--- config.mk ---
export PLATFORM = sky130hd
export DESIGN_NAME = debounce_multi
export DESIGN_NICKNAME = d
export VERILOG_FILES = /design/src/rtl/debounce_pkg.sv /design/src/rtl/debounce_channel.sv /design/src/rtl/debounce_multi.sv
export SDC_FILE = /design/constraint.sdc
export NUM_CORES = 1
export LEC_CHECK = 0
export CAP_MARGIN = 20
export CORE_ASPECT_RATIO = 1.1
export CORE_UTILIZATION = 40
export CTS_BUF_LIST = sky130_fd_sc_hd__clkbuf_2 sky130_fd_sc_hd__clkbuf_4 sky130_fd_sc_hd__clkbuf_8
export DETAILED_ROUTE_END_ITERATION = 6
export PLACE_DENSITY = 0.62
export SLEW_MARGIN = 20
export SYNTH_ARGS = -nofsm -noshare
export SYNTH_HDL_FRONTEND = slang
export SYNTH_SLANG_ARGS = --single-unit
--- constraint.sdc ---
create_clock -name DEBOUNCE_CLK -period 1.6 [get_ports DEBOUNCE_CLK]
set_clock_uncertainty 0.2 [all_clocks]
set_input_delay 0.32 -clock DEBOUNCE_CLK [delete_from_list [all_inputs] [get_ports DEBOUNCE_CLK]]
set_output_delay 0.32 -clock DEBOUNCE_CLK [all_outputs]
set_load 0.03 [all_outputs]
--- src/rtl/debounce_pkg.sv ---
// debounce_pkg: shared constants and the counter-width helper for the
// push-button conditioner (debounce_channel, debounce_multi).
package debounce_pkg;

  localparam int DB_CYCLES_DEF     = 16;
  localparam int HOLD_CYCLES_DEF   = 1000;
  localparam int REPEAT_CYCLES_DEF = 200;

  // Bits needed for a counter holding 0..n-1; never narrower than 1 bit.
  function automatic int cnt_width(input int n);
    return (n <= 2) ? 1 : $clog2(n);
  endfunction

endpackage

--- src/rtl/debounce_channel.sv ---
// debounce_channel: one button channel -- polarity fix, 2-flop synchroniser,
// debounce window, press/release edge pulses, long-press detection and
// (with DEBOUNCE_AUTOREPEAT_EN defined) PRESS auto-repeat while held long.
// Ports:
//   DEBOUNCE_CLK  clock, rising edge
//   RESET         synchronous, active-high
//   raw           asynchronous raw button level
//   stable        debounced level, 1 = pressed
//   press_pulse   one-cycle pulse on debounced press (and on each repeat)
//   release_pulse one-cycle pulse on debounced release
//   long_pulse    one-cycle pulse when a press has lasted HOLD_CYCLES
//   long_held     1 from long_pulse until release
module debounce_channel
  import debounce_pkg::*;
#(
  parameter int DB_CYCLES     = DB_CYCLES_DEF,
  parameter int HOLD_CYCLES   = HOLD_CYCLES_DEF,
  parameter int REPEAT_CYCLES = REPEAT_CYCLES_DEF,
  parameter int ACTIVE_LOW    = 1
) (
  input  logic DEBOUNCE_CLK,
  input  logic RESET,
  input  logic raw,
  output logic stable,
  output logic press_pulse,
  output logic release_pulse,
  output logic long_pulse,
  output logic long_held
);

  localparam int DBW = cnt_width(DB_CYCLES);
  localparam int HW  = cnt_width(HOLD_CYCLES + 1);
  localparam logic [DBW-1:0] DB_LAST   = DBW'(DB_CYCLES - 1);
  localparam logic [HW-1:0]  HOLD_MAX  = HW'(HOLD_CYCLES);
  localparam logic [HW-1:0]  HOLD_LAST = HW'(HOLD_CYCLES - 1);
  localparam logic POL = (ACTIVE_LOW != 0);

  logic           sync1, s;
  logic [DBW-1:0] db_cnt;
  logic [HW-1:0]  hold_cnt;
  logic           commit, rel_commit, long_fire;

  // commit: this edge the window completes and the debounced level flips.
  assign commit     = (s != stable) && (db_cnt == DB_LAST);
  assign rel_commit = commit && stable;
  // Long fires on the step to HOLD_CYCLES, unless the release lands on the
  // same edge (a press that ends exactly at saturation is not a long press).
  assign long_fire  = stable && !rel_commit && (hold_cnt == HOLD_LAST);

`ifdef DEBOUNCE_AUTOREPEAT_EN
  localparam int RW = cnt_width(REPEAT_CYCLES);
  localparam logic [RW-1:0] REP_LAST = RW'(REPEAT_CYCLES - 1);
  logic [RW-1:0] rep_cnt;
`endif

  always_ff @(posedge DEBOUNCE_CLK) begin
    if (RESET) begin
      sync1         <= 1'b0;
      s             <= 1'b0;
      stable        <= 1'b0;
      db_cnt        <= '0;
      hold_cnt      <= '0;
      press_pulse   <= 1'b0;
      release_pulse <= 1'b0;
      long_pulse    <= 1'b0;
      long_held     <= 1'b0;
`ifdef DEBOUNCE_AUTOREPEAT_EN
      rep_cnt       <= '0;
`endif
    end else begin
      sync1         <= raw ^ POL;
      s             <= sync1;
      press_pulse   <= 1'b0;
      release_pulse <= 1'b0;
      long_pulse    <= long_fire;

      // Any agreeing sample restarts the window.
      if (s == stable) begin
        db_cnt <= '0;
      end else if (commit) begin
        stable        <= s;
        db_cnt        <= '0;
        press_pulse   <= s;
        release_pulse <= ~s;
      end else begin
        db_cnt <= db_cnt + 1'b1;
      end

      // Hold counter saturates so long_pulse cannot re-fire or wrap.
      if (!stable || rel_commit) begin
        hold_cnt  <= '0;
        long_held <= 1'b0;
      end else if (hold_cnt != HOLD_MAX) begin
        hold_cnt <= hold_cnt + 1'b1;
        if (long_fire) long_held <= 1'b1;
      end

`ifdef DEBOUNCE_AUTOREPEAT_EN
      // Repeat phase restarts at long_pulse; first repeat REPEAT_CYCLES later.
      // stable is 1 whenever this fires, so it never collides with a
      // debounce-driven press_pulse.
      if (!stable || rel_commit || long_fire) begin
        rep_cnt <= '0;
      end else if (long_held) begin
        if (rep_cnt == REP_LAST) begin
          rep_cnt     <= '0;
          press_pulse <= 1'b1;
        end else begin
          rep_cnt <= rep_cnt + 1'b1;
        end
      end
`endif
    end
  end

endmodule

--- src/rtl/debounce_multi.sv ---
// debounce_multi: N_CH independent push-button conditioners. Channel i uses
// bit i of every port.
// Optional feature: define DEBOUNCE_AUTOREPEAT_EN to make PRESS_PULSE repeat
// every REPEAT_CYCLES while LONG_HELD is set; otherwise REPEAT_CYCLES is unused.
// Ports:
//   DEBOUNCE_CLK   clock, rising edge
//   RESET          synchronous, active-high
//   RAW            [N_CH] asynchronous raw button levels
//   STABLE         [N_CH] debounced level, 1 = pressed
//   PRESS_PULSE    [N_CH] one-cycle pulse on debounced press
//   RELEASE_PULSE  [N_CH] one-cycle pulse on debounced release
//   LONG_PULSE     [N_CH] one-cycle pulse when a press reaches HOLD_CYCLES
//   LONG_HELD      [N_CH] level, 1 from LONG_PULSE until release
module debounce_multi
  import debounce_pkg::*;
#(
  parameter int N_CH          = 4,
  parameter int DB_CYCLES     = DB_CYCLES_DEF,
  parameter int HOLD_CYCLES   = HOLD_CYCLES_DEF,
  parameter int REPEAT_CYCLES = REPEAT_CYCLES_DEF,
  parameter int ACTIVE_LOW    = 1
) (
  input  logic            DEBOUNCE_CLK,
  input  logic            RESET,
  input  logic [N_CH-1:0] RAW,
  output logic [N_CH-1:0] STABLE,
  output logic [N_CH-1:0] PRESS_PULSE,
  output logic [N_CH-1:0] RELEASE_PULSE,
  output logic [N_CH-1:0] LONG_PULSE,
  output logic [N_CH-1:0] LONG_HELD
);

  for (genvar i = 0; i < N_CH; i++) begin : g_ch
    debounce_channel #(
      .DB_CYCLES    (DB_CYCLES),
      .HOLD_CYCLES  (HOLD_CYCLES),
      .REPEAT_CYCLES(REPEAT_CYCLES),
      .ACTIVE_LOW   (ACTIVE_LOW)
    ) u_ch (
      .DEBOUNCE_CLK (DEBOUNCE_CLK),
      .RESET        (RESET),
      .raw          (RAW[i]),
      .stable       (STABLE[i]),
      .press_pulse  (PRESS_PULSE[i]),
      .release_pulse(RELEASE_PULSE[i]),
      .long_pulse   (LONG_PULSE[i]),
      .long_held    (LONG_HELD[i])
    );
  end

endmodule
# After elaboration in Yosys (flattened, before gate mapping)
# Cells that the tools add are included.
dict set report word_totals {
  register_bits 84
  latch_bits 0
  ram_bits 0
  romBits 0
  in_bits 6
  output_inout_bits 20
  n_memories 0
}
dict set report classes {
  n_addsub 8
  n_mul 0
  div_mod_pow 0
  magnitude_cmp 0
  n_eq_ne 20
  shift 0
  muxes 0
  n_bitwise 16
  n_reduce_logical 48
}
# op count
set ops {}
lappend ops {{adder 10 x 1 -> 10 bit (second input constant)} 4}
lappend ops {{equality test 10 bit (second input constant)} 4}
lappend ops {{!= test 10 bit (second input constant)} 4}
lappend ops {{OR reduction 3 bit} 8}
lappend ops {{adder 4 x 1 -> 4 bit (second input constant)} 4}
lappend ops {{equality test 4 bit (second input constant)} 4}
lappend ops {{logical AND 1 bit} 16}
lappend ops {{inverter 1 bit} 16}
lappend ops {{AND reduction 2 bit} 8}
lappend ops {{zero test 1 bit} 8}
lappend ops {{OR reduction 2 bit} 4}
lappend ops {{equality test 1 bit} 4}
lappend ops {{logical OR 1 bit} 4}
lappend ops {{!= test 1 bit} 4}

# Longest topological paths before layout
dict set report depth {
  depth_word 7
  depth_mapped 5
  ltp_nobuf 5
}

# By module
# From an unflattened synthesis, not the netlist that was laid out.
dict set report unflattened {
  hier_cells 368
  area_unflattened_um2 3543.4
}
# module n_inst cells_each area_per_inst_um2
set modules_own_cells {}
lappend modules_own_cells {debounce_channel 4 92 885.8}

# Worst setup path before layout
# Ideal clock, no wire load.
dict set report synth_timing {
  path_kind {flip-flop to flip-flop}
  startpoint {reg g_ch[1].u_ch.db_cnt[0]}
  endpoint {reg g_ch[1].u_ch.hold_cnt[3]}
  setup_time_ns 0.128
  t_arrival_ns 1.263
  slack_ns 0.010
  path_stages_with_launch 6
  cell_sequence {dfxtp_1 -> ha_1 -> nand3_1 -> o211ai_1 -> clkbuf_1 -> nor2_1}
}
dict set report synth_via {
  elab_chain_cells 5
}
# item line
set synth_lines {}
lappend synth_lines {{start, declared} debounce_channel.sv:39} ;# logic [DBW-1:0] db_cnt;
lappend synth_lines {{start signal, assigned} debounce_channel.sv:86} ;# db_cnt <= db_cnt + 1'b1;
lappend synth_lines {{equality test 4 bit} debounce_channel.sv:44} ;# assign commit = (s != stable) && (db_cnt == DB_LAST);
lappend synth_lines {{logical AND 1 bit} debounce_channel.sv:44}
lappend synth_lines {{logical AND 1 bit} debounce_channel.sv:45} ;# assign rel_commit = commit && stable;
lappend synth_lines {{logical OR 1 bit} debounce_channel.sv:90} ;# if (!stable || rel_commit) begin
lappend synth_lines {{OR reduction 2 bit (no line)} --}
lappend synth_lines {{end signal, assigned} debounce_channel.sv:94} ;# hold_cnt <= hold_cnt + 1'b1;
lappend synth_lines {{end, declared} debounce_channel.sv:40} ;# logic [HW-1:0] hold_cnt;
# Every way passes these cells.
# A chain may end at the register's enable or synchronous reset.

# Final worst setup path
dict set report layout_timing {
  startpoint {reg g_ch[2].u_ch.long_pulse}
  endpoint {out LONG_PULSE[2]}
}
# item line
set layout_lines {}
lappend layout_lines {{start, declared} debounce_channel.sv:27} ;# output logic long_pulse,
lappend layout_lines {{start signal, assigned} debounce_channel.sv:75} ;# long_pulse <= long_fire;
lappend layout_lines {{end, declared} debounce_multi.sv:29} ;# output logic [N_CH-1:0] LONG_PULSE,
# No word-level cell between the ends.

==> impl_results.md <==
* Post-DRT Antenna Nets at 0
* DIE WIDTH at about 90 um
* Final Util at 0.506
* Max-slew violations at 0
* Critical-path top delay cell: sky130_fd_sc_hd__dlygate4sd2_1
* Flops & latches, synth at 84
* R2R depth at 3
* Leak pwr at 1.54 nW
* H-tree depth at 3
* Global-route congestion overflow total at 0
* Status: finished, final reports clean
* Source of the worst hold timing path: g_ch[0].u_ch.sync1
* Initial antenna violation count at 0
* Clock buffer count from CTS at 9
* Maximum number of pins on one net before global-route repair at 19
* CP peak stage delay at 0.38 ns
* Number of global-route vias before repair at 2642
* Number of nets in the synthesized netlist at roughly 400
* Floorplan core area at 8540 sq um
* Worst reg2reg startpoint: g_ch[1].u_ch.hold_cnt[4]
* Worst path cell trace: dlygate4sd2_1
* Synth warn at 0
* Gr usage total at 0.152
* Number of placed I/O pins at 26
* Number of sinks on the clock net at 84
* Slew @ Worst Pin at approximately 0.29 ns
* Die height at 101 um
* Half-perimeter wire length after placement at between 4000 and 5000 um
* Startpoint kind of the worst setup timing path: flop
* Placed Cells at 533
* Worst hold-check path type: flop to flop
* Post-layout total power at 3.66 mW
* Post-synth design cell area at 3590 sq um
* End point of the critical path: LONG_PULSE[2]
* Average vias per placed instance at 5.03
* Tmin final at between 1.5 and 2 ns
* Antenna diodes at 0
* Final std cells w/o fill at 551
* Reg2Reg Setup Slack at approximately 0.090 ns
* Clock latency of the later-clocked register in the worst-skew pair at ~0.34 ns
* Critical path type: flop to primary output
* Final setup violation count at 0
* Final critical-path share of the clock period at 0.970
* Clk Tree Root Cell: sky130_fd_sc_hd__clkbuf_8
* Largest fanout on the critical path at 1
* Slew HR at 0.803
* Minimum hold slack at between 0.2 and 0.25 ns
* Critical Path End Type: primary output
* Clock-pin slew of the registers on the worst-case setup and hold paths at approximately 0.080 ns
* Detailed Route Iter0 Violations at 58
* Net count, final at 453
* Crit. Startpoint: g_ch[2].u_ch.long_pulse
* Signed area change from the synthesized netlist to the final layout at 20.4%
* Mean instance size in the synthesized netlist at 9.33 sq um
* Unrepaired setup endpoints after global routing: yes
* Drt total wl at between 6000 and 7000 um
* Die Area at 9360 sq um
* Total Negative Setup Slacks at 0 ns
* Post-detailed-route wirelength per cell at 11.7 um
* Residual DRC at 0
* Max cap viols at 0
* Post-synth cell types at 37
* Number of cell rows at 35
* Fraction of layout cells with a size suffix above 1 at 0.202
* Worst path arrival time at 1.03 ns
* Cell type group with the largest total delay on the critical path: buffers and inverters
* Worst voltage drop across the vdd grid at 476 uV
* Number of stages on the worst setup path at 1
* Buffers from clock root to sink, at most at 2
* Number of endpoints with negative hold slack in the final report at 0
* Wire length of the first global-routing pass at 11500 um
* Area of all sequential standard cells at 1700 sq um
* Initial Util at 0.421
* Fill cell total of the finished layout at 803
* CP bufs+invs at 1
* First-pass iteration count of the detailed router at 4
* Share of the yosys chip area belonging to registers at 0.468
* Power per standard cell area at approximately 850 nW/um^2
* Worst EP required at ~1.1 ns
* Number of instances in the synthesized netlist at 385
* Count of buffers inserted at the top-level ports at 25
* Count of vias placed by the detailed router at 2774
* Placer congestion estimate at 0.764
* Footprint of the multi-input gates at 1710 sq um
* CTS tree: built
* Crit Reg-Reg Endpoint: g_ch[1].u_ch.hold_cnt[1]
* Maximum achievable frequency at 644 MHz
area by class of cell:
cell class	count	share of cell area
clock buffer	10	0.0318
clock inverter	6	0.0148
inverter	17	0.0148
multi-input combinational	258	0.395
sequential	84	0.393
tap	111	0.0321
timing repair buffer	65	0.119
flip-flops by register name (all words and copies together), names as in the netlist:
name	count
g_ch.u_ch.release_pulse	4
g_ch.u_ch.s	4
g_ch.u_ch.sync1	4
g_ch.u_ch.db_cnt	16
g_ch.u_ch.stable	4
g_ch.u_ch.hold_cnt	40
g_ch.u_ch.long_pulse	4
g_ch.u_ch.long_held	4
g_ch.u_ch.press_pulse	4
through the flow:
step / area, sq um / setup WS (ns)
2_1_floorplan: 3590 / 0.00966
3_3_place_gp: 4080 / -0.144
3_5_place_dp: 4080 / -0.182
4_1_cts: 4270 / 0.00188
5_1_grt: 4320 / -0.00348
6_report: 4320 / 0.0483
synthesized netlist by cell type (all sizes together):
master / count / area [sq um]
a21oi: 26 / 130
a311o: 1 / 10.0
a31oi: 1 / 6.26
and3: 3 / 18.8
and3b: 1 / 8.76
and4: 1 / 8.76
buf: 20 / 150
clkbuf: 6 / 22.5
dfxtp: 84 / 1680
ha: 12 / 150
inv: 17 / 63.8
mux2i: 8 / 80.1
nand2: 15 / 56.3
nand2b: 6 / 37.5
nand3: 34 / 185
nand3b: 4 / 30.0
nand4: 8 / 50.1
nand4b: 5 / 43.8
nor2: 30 / 113
nor2b: 12 / 75.1
nor3: 5 / 25.0
nor3b: 2 / 15.0
nor4: 4 / 37.5
nor4b: 6 / 52.6
o211ai: 2 / 15.0
o21ai: 12 / 60.1
o21ba: 2 / 20.0
o22ai: 2 / 12.5
o31a: 1 / 8.76
o31ai: 12 / 90.1
or2b: 1 / 7.51
or3: 12 / 75.1
or4: 10 / 75.1
xnor2: 2 / 17.5
xor2: 18 / 158
logic make-up after synthesis:
family / count (synthesis) / synth area share
and+or+nand+nor: 159 / 0.255
AOI/OAI and AO/OA: 59 / 0.0983
xor gates and xnor gates: 20 / 0.0488
muxes: 8 / 0.0223
DFF: 84 / 0.468
buffers and inverters: 43 / 0.0659
adders and majority gates: 12 / 0.0418
repair_timing:
| item | 4_1_cts | 5_1_grt |
|---|---|---|
| hold buffers | 0 | 0 |
| gates resized for setup | 24 | 31 |
| buffers inserted | 0 | 2 |
| pin swaps | 0 | 5 |
| setup endpoints to repair | 16 | 32 |
worst min-delay path by stage:
stage	slack, ns	to	depth (start not counted)
4_1_cts	0.24	g_ch[0].u_ch.s	1
6_report	0.24	g_ch[0].u_ch.s	1
3_3_place_gp	0.22	g_ch[0].u_ch.s	1
5_1_grt	0.27	g_ch[0].u_ch.s	1
2_1_floorplan	0.19	g_ch[0].u_ch.sync1	1
3_5_place_dp	0.23	g_ch[0].u_ch.s	1
metal layers:
| layer | track usage | wire (um) | up-vias |
|---|---|---|---|
| li1 | - | - | 1454 |
| met1 | 0.180 | 3070 | 1287 |
| met2 | 0.268 | 3130 | 27 |
| met3 | 0.0285 | 153 | 6 |
| met4 | 0.0649 | 83 | 0 |
| met5 | 0 | 0 | - |
power breakdown:
group          switching, mW  internal [mW]  total [mW]
Clock                  0.741          0.761        1.50
Combinational         0.0221         0.0267      0.0488
Sequential           0.00877           2.10        2.11
Total                  0.772           2.88        3.66
cell usage in the layout, fill, tap and decap left out, types with 11 or more instances in the layout:
cell type                 instances
sky130_fd_sc_hd__o21ai_0         12
sky130_fd_sc_hd__dfxtp_1         74
sky130_fd_sc_hd__nor2b_1         12
sky130_fd_sc_hd__or3_1           12
sky130_fd_sc_hd__nand3_1         31
sky130_fd_sc_hd__inv_1           15
sky130_fd_sc_hd__nor2_1          30
sky130_fd_sc_hd__buf_4           44
sky130_fd_sc_hd__nand2_1         14
sky130_fd_sc_hd__o31ai_1         12
sky130_fd_sc_hd__ha_1            11
sky130_fd_sc_hd__xor2_1          18
sky130_fd_sc_hd__a21oi_1         26
Note: power is estimated with default switching activity, not from simulation.
